==> src/rtl/pam4_sym_src_pkg.sv <==
// Shared symbol levels, mode encodings and Gray mapping for the 4-PAM source
// and any symbol-rate consumer that needs to interpret its output.
package pam4_sym_src_pkg;

    typedef enum logic [1:0] {
        MODE_PRBS    = 2'd0,
        MODE_IMPULSE = 2'd1,
        MODE_DC      = 2'd2,
        MODE_ALT     = 2'd3
    } mode_e;

    localparam logic signed [17:0] SYMBOL_N2 = -18'sd98304;
    localparam logic signed [17:0] SYMBOL_N1 = -18'sd32768;
    localparam logic signed [17:0] SYMBOL_P1 = 18'sd32768;
    localparam logic signed [17:0] SYMBOL_P2 = 18'sd98304;

    // Gray-coded bit pair to level, adjacent levels differ in one bit
    function automatic logic signed [17:0] gray_level(input logic [1:0] bits);
        logic signed [17:0] level;
        case (bits)
            2'b00:   level = SYMBOL_N2;
            2'b01:   level = SYMBOL_N1;
            2'b11:   level = SYMBOL_P1;
            2'b10:   level = SYMBOL_P2;
            default: level = SYMBOL_N2;
        endcase
        return level;
    endfunction

endpackage

==> src/rtl/pam4_sym_src_lfsr22_2step.sv <==
// Combinational two-step advance of the 22-bit PRBS (x^22 + x^21 + 1).
// Shared with the receive-side BER checker so both ends step identically.
module lfsr22_2step (
    input  logic [21:0] state,
    output logic [21:0] next_state,
    output logic [1:0]  fb_pair
);

    logic        fb1_s;
    logic        fb2_s;
    logic [21:0] step1_s;

    assign fb1_s      = state[21] ^ state[20];
    assign step1_s    = {state[20:0], fb1_s};
    assign fb2_s      = step1_s[21] ^ step1_s[20];
    assign next_state = {step1_s[20:0], fb2_s};
    assign fb_pair    = {fb1_s, fb2_s};

endmodule

==> src/rtl/pam4_sym_src.sv <==
// Sample/symbol strobe generator and 4-PAM symbol source (PRBS or test patterns)
// feeding the SRRC transmit filter and other symbol-rate consumers.
module pam4_sym_src
    import pam4_sym_src_pkg::*;
#(
    parameter int          SAM_DIV        = 4,
    parameter logic [21:0] LFSR_SEED      = 22'h3FFFFF,
    parameter int          IMPULSE_PERIOD = 32
) (
    input  logic               clk,
    input  logic               reset,
    input  logic               enable,
    input  logic [1:0]         mode,
    output logic               sam_clk_en,
    output logic               sym_clk_en,
    output logic signed [17:0] sym_out,
    output logic [1:0]         sym_bits
);

    localparam int DIV_W = (SAM_DIV > 1) ? $clog2(SAM_DIV) : 1;
    localparam int IMP_W = $clog2(IMPULSE_PERIOD);
    localparam logic [DIV_W-1:0] DIV_LAST = DIV_W'(SAM_DIV - 1);
    localparam logic [IMP_W-1:0] IMP_LAST = IMP_W'(IMPULSE_PERIOD - 1);

    logic [DIV_W-1:0]   div_cnt_r;
    logic [1:0]         sam_cnt_r;
    logic [IMP_W-1:0]   imp_cnt_r;
    logic               phase_r;
    logic [21:0]        lfsr_r;
    mode_e              mode_r;
    logic               sam_clk_en_r;
    logic               sym_clk_en_r;
    logic signed [17:0] sym_out_r;
    logic [1:0]         sym_bits_r;

    logic               div_wrap_s;
    mode_e              mode_s;
    logic [21:0]        lfsr_next_s;
    logic [1:0]         fb_pair_s;
    logic [IMP_W-1:0]   imp_base_s;
    logic               phase_base_s;
    logic signed [17:0] nxt_out_s;
    logic [1:0]         nxt_bits_s;
    logic [IMP_W-1:0]   nxt_imp_s;
    logic               nxt_phase_s;
    logic [21:0]        nxt_lfsr_s;

    lfsr22_2step u_lfsr (
        .state      (lfsr_r),
        .next_state (lfsr_next_s),
        .fb_pair    (fb_pair_s)
    );

    assign div_wrap_s = (div_cnt_r == DIV_LAST);

    // Next symbol for the pattern selected now; pattern counters restart on mode entry
    always_comb begin
        mode_s       = mode_e'(mode);
        imp_base_s   = (mode_r == MODE_IMPULSE) ? imp_cnt_r : {IMP_W{1'b0}};
        phase_base_s = (mode_r == MODE_ALT) ? phase_r : 1'b0;
        nxt_out_s    = SYMBOL_P2;
        nxt_bits_s   = 2'b00;
        nxt_imp_s    = imp_cnt_r;
        nxt_phase_s  = phase_r;
        nxt_lfsr_s   = lfsr_r;
        case (mode_s)
            MODE_PRBS: begin
                nxt_lfsr_s = lfsr_next_s;
                nxt_bits_s = fb_pair_s;
                nxt_out_s  = gray_level(fb_pair_s);
            end
            MODE_IMPULSE: begin
                nxt_out_s = (imp_base_s == {IMP_W{1'b0}}) ? SYMBOL_P2 : 18'sd0;
                nxt_imp_s = (imp_base_s == IMP_LAST) ? {IMP_W{1'b0}}
                                                     : imp_base_s + IMP_W'(1'b1);
            end
            MODE_DC: begin
                nxt_out_s = SYMBOL_P2;
            end
            MODE_ALT: begin
                nxt_out_s   = phase_base_s ? SYMBOL_N2 : SYMBOL_P2;
                nxt_phase_s = ~phase_base_s;
            end
            default: begin
                nxt_out_s = SYMBOL_P2;
            end
        endcase
    end

    // Strobe generator: counters advance only on enabled cycles
    always_ff @(posedge clk) begin
        if (!reset) begin
            div_cnt_r    <= {DIV_W{1'b0}};
            sam_cnt_r    <= 2'd0;
            sam_clk_en_r <= 1'b0;
            sym_clk_en_r <= 1'b0;
        end else if (enable) begin
            div_cnt_r    <= div_wrap_s ? {DIV_W{1'b0}} : div_cnt_r + DIV_W'(1'b1);
            sam_cnt_r    <= div_wrap_s ? sam_cnt_r + 2'd1 : sam_cnt_r;
            sam_clk_en_r <= div_wrap_s;
            sym_clk_en_r <= div_wrap_s && (sam_cnt_r == 2'd0);
        end else begin
            sam_clk_en_r <= 1'b0;
            sym_clk_en_r <= 1'b0;
        end
    end

    // Symbol register: an emitted symbol strobe always commits its symbol so
    // consumers never see a strobe without a matching update
    always_ff @(posedge clk) begin
        if (!reset) begin
            imp_cnt_r  <= {IMP_W{1'b0}};
            phase_r    <= 1'b0;
            lfsr_r     <= LFSR_SEED;
            mode_r     <= MODE_PRBS;
            sym_out_r  <= 18'sd0;
            sym_bits_r <= 2'b00;
        end else if (sym_clk_en_r) begin
            imp_cnt_r  <= nxt_imp_s;
            phase_r    <= nxt_phase_s;
            lfsr_r     <= nxt_lfsr_s;
            mode_r     <= mode_s;
            sym_out_r  <= nxt_out_s;
            sym_bits_r <= nxt_bits_s;
        end else begin
            sym_out_r  <= sym_out_r;
            sym_bits_r <= sym_bits_r;
        end
    end

    assign sam_clk_en = sam_clk_en_r;
    assign sym_clk_en = sym_clk_en_r;
    assign sym_out    = sym_out_r;
    assign sym_bits   = sym_bits_r;

endmodule
==> config.mk <==
export PLATFORM = sky130hd
export DESIGN_NAME = pam4_sym_src
export DESIGN_NICKNAME = d
export VERILOG_FILES = /design/src/rtl/pam4_sym_src_pkg.sv /design/src/rtl/pam4_sym_src_lfsr22_2step.sv /design/src/rtl/pam4_sym_src.sv
export SDC_FILE = /design/constraint.sdc
export NUM_CORES = 1
export LEC_CHECK = 0
export BUFFER_PORTS_ARGS = -buffer_cell sky130_fd_sc_hd__buf_2
export CORE_AREA = 2 2 70 72
export CTS_BUF_LIST = sky130_fd_sc_hd__clkbuf_8
export CTS_CLUSTER_DIAMETER = 200
export CTS_CLUSTER_SIZE = 14
export DETAILED_ROUTE_END_ITERATION = 12
export DIE_AREA = 0 0 72 74
export GPL_TIMING_DRIVEN = 0
export PLACE_DENSITY = 0.64
export SYNTH_ARGS = -nofsm -noshare
export SYNTH_HDL_FRONTEND = slang
export SYNTH_HIERARCHICAL = 1
export SYNTH_SLANG_ARGS = --single-unit
export TNS_END_PERCENT = 30
==> constraint.sdc <==
create_clock -name clk -period 1.6 [get_ports clk]
set_clock_uncertainty 0.05 [all_clocks]
set_input_delay 0.24 -clock clk [delete_from_list [all_inputs] [get_ports clk]]
set_output_delay 0.24 -clock clk [all_outputs]
set_load 0.005 [all_outputs]
; Word-level counts from Yosys, hierarchy flattened
; Cells that the tools add are included.
; Widths: inputs -> output; s select.
[op_classes]
n_addsub = 3
mul = 0
div = 0
order_cmp = 0
n_eq_ne = 10
n_shift = 0
mux = 9
bitwise = 3
reduce_logical = 10
[ops]
columns = operator, n
row1 = $pmux 18 s4, 2
row2 = $mux 18, 1
row3 = $mux 17, 1
row4 = $eq 2x2->1 const B, 6
row5 = $mux 5, 2
row6 = $reduce_and 2->1, 5
row7 = $eq 2x1->1 const B, 3
row8 = $logic_not 2->1, 3
row9 = $add 5x1->5 const B, 1
row10 = $eq 5x5->1 const B, 1
row11 = $logic_not 5->1, 1
row12 = $add 2x1->2 const B, 2
row13 = $mux 2, 2
row14 = $xor 1x1->1, 2
row15 = $logic_and 1x1->1, 1
row16 = $mux 1, 1
row17 = $not 1->1, 1
[word_totals]
ff_bits = 56
latch_bits = 0
ramBits = 0
romBits = 0
inputBits = 5
word_cells = 45
n_memories = 0

; Longest topological paths before layout
; Gate-level depths: netlist of run 1.
[depth]
word_depth = 5
depth_mapped = 10
depth_no_buf = 10

; Modules after synthesis
; The synthesis of run 1 kept the hierarchy.
[by_module_without_submodules]
columns = module, instances, cells_per_inst, area_each_um2
row1 = pam4_sym_src, 1, 221, 1821.7
row2 = lfsr22_2step, 1, 26, 197.7

; Worst setup path after synthesis of run 1
; No wires, ideal clock.
[synth_path]
path_kind = register to register
from = register mode_r[0]
to = register imp_cnt_r[2]
t_arrival_ps = 1571
required_ps = 1488
slack_ps = -83
stages_incl_launch_ff = 10
path_buffers = 0
period_less_slack_ps = 1683
path_cell_list = dfxtp_1 > nor2b_1 > and2_1 > ha_1 > nand3_1 > nor2_1 > ha_1 > nor4bb_1 > nand2_1 > nand3_1
[synth_via]
elab_chain_cells = 4
[synth_lines]
columns = element, line
row1 = from (decl), pam4_sym_src.sv:30  ; mode_e mode_r;
row2 = from (signal assigned), pam4_sym_src.sv:122  ; mode_r <= mode_s;
row3 = $eq 2x1->1 (*), pam4_sym_src.sv:59  ; imp_base_s = (mode_r == MODE_IMPULSE) ? imp_cnt_r : {IMP_W{1'b0}};
row4 = $mux 5 (*), pam4_sym_src.sv:59
row5 = $add 5x1->5 or $eq 5x5->1 (tied branches), "pam4_sym_src.sv:75, pam4_sym_src.sv:74"
row6 = $mux 5 (*), pam4_sym_src.sv:74  ; nxt_imp_s = (imp_base_s == IMP_LAST) ? {IMP_W{1'b0}}
row7 = to (signal assigned), pam4_sym_src.sv:112  ; imp_cnt_r <= {IMP_W{1'b0}};
row8 = to (signal assigned), pam4_sym_src.sv:119  ; imp_cnt_r <= nxt_imp_s;
row9 = to (decl), pam4_sym_src.sv:27  ; logic [IMP_W-1:0] imp_cnt_r;
; Every way passes the cells marked *; elsewhere a longest branch is shown, timed or not.
; A chain may end at the register's enable or synchronous reset.

; Worst setup path after layout of run 1
[layout_path]
from = register mode_r[0]
to = register imp_cnt_r[3]
; Same word-level chain as after synthesis.

==> flow_summary.json, run 1 <==
{
  "io_buffer_count": 11,
  "initial_utilization": 0.439,
  "cts-root-buf": "clkbuf_8",
  "fmax_mhz": 620,
  "reg2reg_slack_ps": -10,
  "antenna_found_initial": 0,
  "grt_start_max_net_pins": 13,
  "yosys_most_used_dff": "dfxtp_1",
  "vias": 1542,
  "crit_required_ps": 1730,
  "seq_area_um2": 830,
  "cp_slowest_cell": "dfxtp_2",
  "syn_area_per_cell_um2": 8.18,
  "die_area_um2": 5330,
  "p_sw_frac": 0.204,
  "drive_gt1_frac": 0.300,
  "wl_um": 3590,
  "fin_nets": 294,
  "place_inst": 326,
  "die_y_um": 74,
  "power_density_nw_per_um2": 820,
  "numCtsBuffers": 5,
  "grt_pass1_vias": 1382,
  "final-instance-count-excl-fill": 337,
  "setup_slack_ps": -13.0,
  "syn2layout_area_growth_pct": 19.6,
  "worstPathArrival_ps": 1750,
  "ys_ff_latch": 41,
  "grt_use_total": 0.147,
  "syn_area_um2": 2020,
  "crit_start": "mode_r[0]",
  "gp_congestion": 0.750,
  "setup_viol": 1,
  "rsz0062_at_grt": "true",
  "path_clk_slew_ps": 80,
  "p_total_mw": 1.98,
  "hold_buffers": 0,
  "cts_tree": "built",
  "drv_cap": 0,
  "p_leak_nw": 1.15,
  "ys_types": 32,
  "synthArstFlopShare": 0,
  "grt_overflow": 0,
  "hold_depth": 3,
  "routedWlPerCell_um": 10.6,
  "route.detailed.drc": 0,
  "cts.path.max_buffers": 2,
  "internal-power_mw": 1.58,
  "worst_setup_path_end_kind": "register",
  "path_cells": "nor2b_4 > and2_4 > ha_4 > nand3_1 > nor2_1 > ha_2 > nor3_2 > o21ai_1 > a21boi_1",
  "clkPwrFrac": 0.428,
  "min_period_ps": 1610,
  "io_pins": 27,
  "cp_slowest_stage_delay_ps": 330,
  "seq_power_share": 0.520,
  "path_delay_family": "simple AND/OR/NAND/NOR gates",
  "p_switching_mw": 0.403,
  "cp_num_buf_inv": 0,
  "hold_viol": 0,
  "failed_checks": "setup timing",
  "drtIter0Drc": 72,
  "worst_hold_path.endpoint": "sam_cnt_r[1]",
  "combPwrFrac": 0.051,
  "rr_endpoint": "imp_cnt_r[3]",
  "vdd.ir_drop.worst_v": 0.000500,
  "std_cell_rows": 25,
  "insertion_delay_ps": 290,
  "finalMaxSlewViolations": 0,
  "numClockSinks": 41,
  "synth_warnings": 6,
  "fp.dieW_um": 72,
  "dp_hpwl_um": 2400,
  "r2r_cells": 9,
  "cts_max_level": 2,
  "critPathLaunchType": "register",
  "diodes": 0,
  "cp_max_fo": 4,
  "synth-edff-count": 0,
  "multi_input_area_um2": 952,
  "yosysSeqAreaShare": 0.406,
  "nFillCells": 447,
  "dr.pass1.iters": 4,
  "drt-vias-per-instance": 4.58,
  "hold_path.startpoint": "enable",
  "ant_nets": 0,
  "synth_cells": 247,
  "grt_pass1_wl_um": 6130,
  "coreArea_um2": 4600,
  "r2r-start": "mode_r[0]",
  "outcome": "finished, violations left",
  "min_path_type": "in2reg",
  "path_class": "reg2reg",
  "fin_crit_sh": 1.01
}
==> timing repair <==
action | in CTS | in global routing
hold endpoints to repair | 0 | 0
gates resized for setup | 16 | 1
pin swaps | 10 | 2
endpoints found under the setup margin | 4 | 4
setup buffers | 4 | 0
==> layer usage <==
layer / wire, um / global-route usage
met4: 44 / 0.0566
met1: 1750 / 0.185
met5: 0 / 0
met3: 162 / 0.0407
met2: 1630 / 0.243
==> logic make-up after synthesis <==
logic type,after synthesis,share of synthesized area
buffers and inverters,55,0.185
DFF,41,0.406
other,1,0.00186
and+or+nand+nor,117,0.272
adders and majority gates,7,0.0434
xor gates and xnor gates,4,0.0174
muxes,3,0.0149
AOI/OAI and AO/OA,19,0.0595
==> power groups by stage <==
stage	Combinational [mW]	Sequential, mW	Clock [mW]
finish	0.101	1.03	0.849
global placement	0.0984	1.06	0
global route	0.116	1.03	0.917
detailed placement	0.0997	1.06	0
CTS	0.101	1.03	0.874
floorplan	0.0747	1.06	0
==> tightest hold or removal path: cells and delay by family <==
kind	cells	cell delay [ps]
and+or+nand+nor	1	80
buffers and inverters	1	130
AOI/OAI and AO/OA	1	50
==> placed cells by master (no fill, tap or decap), drive strengths merged, types with 2 or more instances in the layout <==
master	synthesis	layout
xnor2	2	2
a31oi	3	3
o21ai	5	5
mux2i	3	3
a21oi	3	3
and2	5	5
nor3	3	3
xor2	2	2
a21boi	5	5
nand3	28	28
nand2b	3	3
buf	45	59
ha	7	7
dfxtp	41	41
nor2	6	6
nand2	56	56
inv	6	7
nor2b	9	9
conb	1	15
clkbuf	4	10
and3	3	3
==> how the worst max path moves through the flow <==
stage                               to  slack [ps]  depth (start not counted)
after floorplan           imp_cnt_r[3]          -9                          9
after global placement    imp_cnt_r[3]        -140                          9
after detailed placement  imp_cnt_r[3]        -180                          9
after CTS                 imp_cnt_r[3]        -0.5                          9
after global routing      imp_cnt_r[2]        -120                         10
final                     imp_cnt_r[3]         -10                          9
==> Yosys cell counts, types with 2 or more instances <==
cell      number  share of area
nand2_1       56           0.10
dfxtp_1       41           0.41
buf_4         39           0.14
nand3_1       28          0.069
nor2b_1        9          0.028
ha_1           7          0.043
a21boi_1       5          0.019
and2_1         5          0.015
inv_1          5         0.0093
o21ai_1        5          0.012
buf_2          4         0.0099
clkbuf_1       4         0.0074
nor2_1         4         0.0074
a21oi_1        3         0.0074
a31oi_1        3         0.0093
and3_1         3         0.0093
mux2i_1        3          0.015
nand2b_1       3         0.0093
nor3_1         3         0.0074
buf_6          2          0.011
nor2_2         2         0.0062
xnor2_1        2         0.0087
xor2_1         2         0.0087
==> state kept, by name (all words and copies together), names as in the netlist <==
name,flops
mode_r,2
sam_cnt_r,2
div_cnt_r,2
sym_out,3
phase_r,1
imp_cnt_r,5
sam_clk_en,1
sym_clk_en,1
lfsr_r,22
sym_bits,2
==> metrics by stage <==
| stage | utilization | area, um2 | hold slack [ps] | TNS [ps] | setup slack, ps |
|---|---|---|---|---|---|
| 2_1_floorplan | - | 2080 | 349 | -8.93 | -8.93 |
| 3_3_place_gp | 0.479 | 2200 | 397 | -403 | -140 |
| 4_1_cts | 0.523 | 2400 | 203 | -0.518 | -0.518 |
| 6_report | 0.525 | 2420 | 211 | -13.0 | -13.0 |
| 5_1_grt | 0.525 | 2420 | 230 | -293 | -124 |
| 3_5_place_dp | 0.479 | 2200 | 405 | -486 | -177 |
==> layout make-up <==
| cell class | count | share of cell area |
|---|---|---|
| sequential | 41 | 0.343 |
| multi-input combinational | 165 | 0.394 |
| inverter | 6 | 0.00932 |
| clock buffer | 6 | 0.0342 |
| clock inverter | 2 | 0.0140 |
| tap | 54 | 0.0280 |
| buffer | 48 | 0.142 |
| timing repair buffer | 15 | 0.0352 |
No activity file was read; power rests on OpenSTA's default activity.
==> run 2, diff against run 1 <==
--- a/config.mk
+++ b/config.mk
@@ -6,14 +6,14 @@
 export NUM_CORES = 1
 export LEC_CHECK = 0
 export BUFFER_PORTS_ARGS = -buffer_cell sky130_fd_sc_hd__buf_2
-export CORE_AREA = 2 2 70 72
+export CORE_AREA = 2 2 62 64
 export CTS_BUF_LIST = sky130_fd_sc_hd__clkbuf_8
 export CTS_CLUSTER_DIAMETER = 200
 export CTS_CLUSTER_SIZE = 14
 export DETAILED_ROUTE_END_ITERATION = 12
-export DIE_AREA = 0 0 72 74
+export DIE_AREA = 0 0 64 66
 export GPL_TIMING_DRIVEN = 0
-export PLACE_DENSITY = 0.64
+export PLACE_DENSITY = 0.77
 export SYNTH_ARGS = -nofsm -noshare
 export SYNTH_HDL_FRONTEND = slang
 export SYNTH_HIERARCHICAL = 1
==> constraint.sdc (replaced) <==
create_clock -name clk -period 1.63 [get_ports clk]
set_clock_uncertainty 0.05 [all_clocks]
set_input_delay 0.2445 -clock clk [delete_from_list [all_inputs] [get_ports clk]]
set_output_delay 0.2445 -clock clk [all_outputs]
set_load 0.005 [all_outputs]
==> run 2 against run 1 <==
Against the previous run:
- the run still ends with setup timing left
- sequential share of layout area is 0.62 points higher
- global-route usage grew 3.0 points
- total power is 1.8% lower
- design area down 1.8%
- largest power group unchanged
- non-clock buffer count shrank 2
==> flow_summary.json, run 2 (synthesis results as in run 1) <==
{
  "post_dp_cell_area_um2": 2190,
  "final_common_cell": "nand2_1",
  "worst_setup_path_end_kind": "register",
  "seq_power_share": 0.520,
  "grt_overflow": 0,
  "hold_viol": 0,
  "fin_nets": 292,
  "worstPathArrival_ps": 1860,
  "fin_crit_sh": 1.03,
  "setup_slack_ps": -42.4,
  "cts_max_level": 2,
  "p_sw_frac": 0.204,
  "cts_tree": "built",
  "path_clk_slew_ps": 80,
  "route.detailed.drc": 0,
  "drt-vias-per-instance": 4.68,
  "power_density_nw_per_um2": 820,
  "diodes": 0,
  "design_area_um2": 2370,
  "grt_start_max_net_pins": 13,
  "grt_use_total": 0.178,
  "insertion_delay_ps": 300,
  "crit_required_ps": 1820,
  "r2r-start": "mode_r[0]",
  "ant_nets": 0,
  "grt_pass1_wl_um": 5730,
  "drtIter0Drc": 95,
  "die_y_um": 66,
  "initial_utilization": 0.569,
  "clkPwrFrac": 0.430,
  "numClockSinks": 41,
  "die_area_um2": 4220,
  "numCtsBuffers": 5,
  "io_pins": 27,
  "internal-power_mw": 1.55,
  "crit_start": "mode_r[0]",
  "critPathLaunchType": "register",
  "p_leak_nw": 1.13,
  "std_cell_rows": 22,
  "dr.pass1.iters": 4,
  "cts-root-buf": "clkbuf_8",
  "min_path_type": "in2reg",
  "fp.dieW_um": 64,
  "io_buffer_count": 11,
  "largest_reg_flops": 22,
  "path_class": "reg2reg",
  "nFillCells": 313,
  "hold_path.startpoint": "enable",
  "coreArea_um2": 3550,
  "p_switching_mw": 0.398,
  "setup_viol": 2,
  "drv_cap": 0,
  "rsz0062_at_grt": "true",
  "min_period_ps": 1670,
  "setup-tns-final_ps": -43.9,
  "gp_congestion": 0.820,
  "p_total_mw": 1.95,
  "syn2layout_area_growth_pct": 17.5,
  "dp_hpwl_um": 2320,
  "fin_util": 0.668,
  "cts.path.max_buffers": 2,
  "hold_buffers": 0,
  "combPwrFrac": 0.050,
  "drive_gt1_frac": 0.292,
  "outcome": "finished, violations left",
  "fmax_mhz": 598,
  "antenna_found_initial": 0,
  "failed_checks": "setup timing",
  "finalMaxSlewViolations": 0,
  "vdd.ir_drop.worst_v": 0.000747,
  "vias": 1540,
  "whs_ps": 216,
  "wl_um": 3330,
  "routedWlPerCell_um": 10.1,
  "grt_pass1_vias": 1397,
  "layout_common_cells": "nand2_1 (56), buf_4 (40), dfxtp_1 (36)",
  "cp_max_fo": 4,
  "largest_register": "lfsr_r"
}
-- run 2: worst max-delay path, cell delays in order, from the launching register on --
cell	delay (ps)
dfxtp_2	330
nor2b_4	130
and2_4	170
ha_4	160
nand3_2	70
nor2_2	40
ha_2	210
nor4bb_2	300
nand2_1	90
nand3_1	70
-- run 2: metal layers --
metal,vias up,share of wire,track usage
met1,696,0.47,0.202
li1,816,-,-
met4,0,0.020,0.0978
met5,-,0,0
met3,6,0.040,0.0443
met2,22,0.47,0.305
-- run 2: cell type report --
type | count | area (um2) | share of cell area
multi-input combinational | 165 | 932 | 0.393
sequential | 41 | 830 | 0.349
buffer | 49 | 350 | 0.148
clock buffer | 6 | 82.6 | 0.0348
timing repair buffer | 12 | 62.6 | 0.0264
tap | 48 | 60.1 | 0.0253
clock inverter | 2 | 33.8 | 0.0142
inverter | 6 | 22.5 | 0.00949
-- run 2: timing repair --
action	4_1_cts	5_1_grt
gates resized for setup	12	4
pin swaps	6	6
setup buffers	1	0
hold endpoints to repair	0	0
setup endpoints to repair	4	4
-- run 2: per-stage QoR --
step           std cells  setup slack, ps
2_1_floorplan        261            -2.58
3_3_place_gp         320             -131
3_5_place_dp         320             -174
4_1_cts              329             11.2
5_1_grt              329             -108
6_report             329            -42.4
-- run 2: path summary, 6_finish.rpt --
kind,slack [ps],depth (start not counted),to
worst max-delay path,-40,9,imp_cnt_r[2]
worst min register to register,420,2,lfsr_r[9]
worst min-delay path,220,3,sam_cnt_r[1]
worst max register to register,-40,9,imp_cnt_r[2]
-- run 2: power groups by stage --
stage / clock [mW] / combinational [mW] / sequential (mW)
after floorplan: 0 / 0.0733 / 1.04
after global placement: 0 / 0.0955 / 1.04
after detailed placement: 0 / 0.0966 / 1.04
after CTS: 0.855 / 0.0975 / 1.01
after global routing: 0.901 / 0.109 / 1.01
final: 0.836 / 0.0981 / 1.01
==> run 3, diff against run 2 <==
--- a/config.mk
+++ b/config.mk
@@ -5,7 +5,7 @@
 export SDC_FILE = /design/constraint.sdc
 export NUM_CORES = 1
 export LEC_CHECK = 0
-export BUFFER_PORTS_ARGS = -buffer_cell sky130_fd_sc_hd__buf_2
+export BUFFER_PORTS_ARGS = -buffer_cell sky130_fd_sc_hd__buf_4
 export CORE_AREA = 2 2 62 64
 export CTS_BUF_LIST = sky130_fd_sc_hd__clkbuf_8
 export CTS_CLUSTER_DIAMETER = 200
@@ -14,6 +14,7 @@
 export DIE_AREA = 0 0 64 66
 export GPL_TIMING_DRIVEN = 0
 export PLACE_DENSITY = 0.77
+export SKIP_CTS_REPAIR_TIMING = 1
 export SYNTH_ARGS = -nofsm -noshare
 export SYNTH_HDL_FRONTEND = slang
 export SYNTH_HIERARCHICAL = 1
==> run 3 against run 2 <==
Against the previous run:
- the run still ends with setup timing left
- non-clock buffer count increased by 1
- register-to-register slack about the same
- largest power group unchanged
- hold slack got worse by 9.6 ps
- clock-buffer cell count is the same
- maximum frequency is 0.55% higher
- combinational power rose by 8%
- critical path depth unchanged
- design area grew 4.3%
- sequential share of layout area fell by 1.5 points
- setup slack improved by 9.1 ps
- sequential power is essentially flat
==> flow_summary.json, run 3 (synthesis results as in run 1) <==
{
  "outcome": "finished, violations left",
  "failed_checks": "setup timing",
  "cp_max_fo": 4,
  "grt_pass1_vias": 1355,
  "grt_use_total": 0.172,
  "fmax_mhz": 601,
  "grt_pass1_wl_um": 5660,
  "finalMaxSlewViolations": 0,
  "fin_nets": 293,
  "numCtsBuffers": 5,
  "largest_register": "lfsr_r",
  "drive_gt1_frac": 0.319,
  "cts_tree": "built",
  "hold_depth": 3,
  "routedWlPerCell_um": 11.3,
  "hold_viol": 0,
  "cts.path.max_buffers": 2,
  "power_density_nw_per_um2": 794,
  "critPathMostFrequentCell": "ha_4",
  "cts-root-buf": "clkbuf_8",
  "vias": 1575,
  "initial_utilization": 0.569,
  "route.detailed.drc": 0,
  "coreArea_um2": 3550,
  "final_common_cell": "nand2_1",
  "post_dp_cell_area_um2": 2220,
  "antenna_found_initial": 0,
  "r2r-start": "mode_r[1]",
  "diodes": 0,
  "fp.dieW_um": 64,
  "min_path_type": "in2reg",
  "layout_common_cells": "nand2_1 (55), buf_4 (52), dfxtp_1 (37)",
  "dp_hpwl_um": 2460,
  "setup_slack_ps": -33.3,
  "r2r_cells": 9,
  "cts_max_level": 2,
  "drtIter0Drc": 88,
  "largest_reg_flops": 22,
  "ant_nets": 0,
  "endpoint": "imp_cnt_r[2]",
  "fin_crit_sh": 1.02,
  "insertion_delay_ps": 290,
  "min_period_ps": 1660,
  "grt_start_max_net_pins": 14,
  "worstPathArrival_ps": 1850,
  "design_area_um2": 2470,
  "io_pins": 27,
  "dr.pass1.iters": 4,
  "path_class": "reg2reg",
  "grt_overflow": 0,
  "reg2reg_slack_ps": -30,
  "p_leak_nw": 1.15,
  "rr_endpoint": "imp_cnt_r[2]",
  "rsz0062_at_grt": "true",
  "crit_start": "mode_r[1]",
  "cp_slowest_stage_delay_ps": 410,
  "nFillCells": 298,
  "die_area_um2": 4220,
  "drt-vias-per-instance": 4.77,
  "path_clk_slew_ps": 80,
  "gp_congestion": 0.864,
  "wl_um": 3740,
  "fin_util": 0.697,
  "syn2layout_area_growth_pct": 22.6,
  "crit_required_ps": 1810,
  "cp_slowest_cell": "dfxtp_1",
  "setup_viol": 2,
  "std_cell_rows": 22,
  "numClockSinks": 41,
  "critPathLaunchType": "register",
  "path_cells": "nor2b_4 > and2_4 > ha_4 > nand3_4 > nor2_4 > ha_4 > nor4bb_2 > nand2_1 > nand3_1",
  "die_y_um": 66,
  "drv_cap": 0,
  "vdd.ir_drop.worst_v": 0.000540,
  "io_buffer_count": 11,
  "worst_setup_path_end_kind": "register"
}
## run 3: cell types whose count changed in the layout (fill, tap and decap cells not counted), sizes merged
| cell | before | now |
|---|---|---|
| buf | 57 | 58 |
| clkinvlp | 0 | 1 |
| inv | 7 | 6 |
## run 3: worst min-delay path by stage
stage | start | end | slack, ps
after CTS | enable | sam_cnt_r[1] | 200
after floorplan | enable | sam_cnt_r[1] | 350
after detailed placement | sam_cnt_r[1] | sam_cnt_r[1] | 410
after global placement | sam_cnt_r[1] | sam_cnt_r[1] | 390
after global routing | enable | sam_clk_en | 200
final | enable | sam_cnt_r[1] | 210
## run 3: area by class of cell
type                    instances  area, um2  share of cell area
well taps                      48       60.1              0.0243
clock buffers                   6       82.6              0.0334
plain buffers                  49        350               0.142
multi-input cells             165        993               0.401
clock inverters                 2       37.5              0.0152
inverters                       6       25.0              0.0101
repair buffers                 13       97.6              0.0394
flip-flops and latches         41        828               0.335
## run 3: per-layer routing
| metal | vias to the layer above | global-route usage | part of all wire |
|---|---|---|---|
| met5 | - | 0 | 0 |
| met4 | 0 | 0.0761 | 0.034 |
| met3 | 16 | 0.0579 | 0.052 |
| met2 | 48 | 0.283 | 0.49 |
| met1 | 700 | 0.204 | 0.43 |
| li1 | 811 | - | - |
## run 3: metrics by stage
stage | instances | setup TNS [ps] | total power [mW] | hold WS (ps) | worst slack, ps
finish | 330 | -48.9 | 1.96 | 207 | -33.3
global route | 330 | -257 | 2.04 | 200 | -114
CTS | 328 | -626 | 1.98 | 200 | -224
detailed placement | 320 | -549 | 1.14 | 406 | -205
global placement | 320 | -321 | 1.14 | 395 | -127
floorplan | 261 | -2.58 | 1.11 | 353 | -2.58
## run 3: worst max-delay path: cells and delay by family (launching register included)
| family | cells | cell delay [ps] |
|---|---|---|
| DFF | 1 | 410 |
| and+or+nand+nor | 7 | 790 |
| adders and majority gates | 2 | 350 |
## run 3: report_power, final
| part | internal, mW | switching, mW | total [mW] |
|---|---|---|---|
| Clock | 0.498 | 0.348 | 0.846 |
| Combinational | 0.0538 | 0.0526 | 0.106 |
| Sequential | 1.01 | 0.00577 | 1.01 |
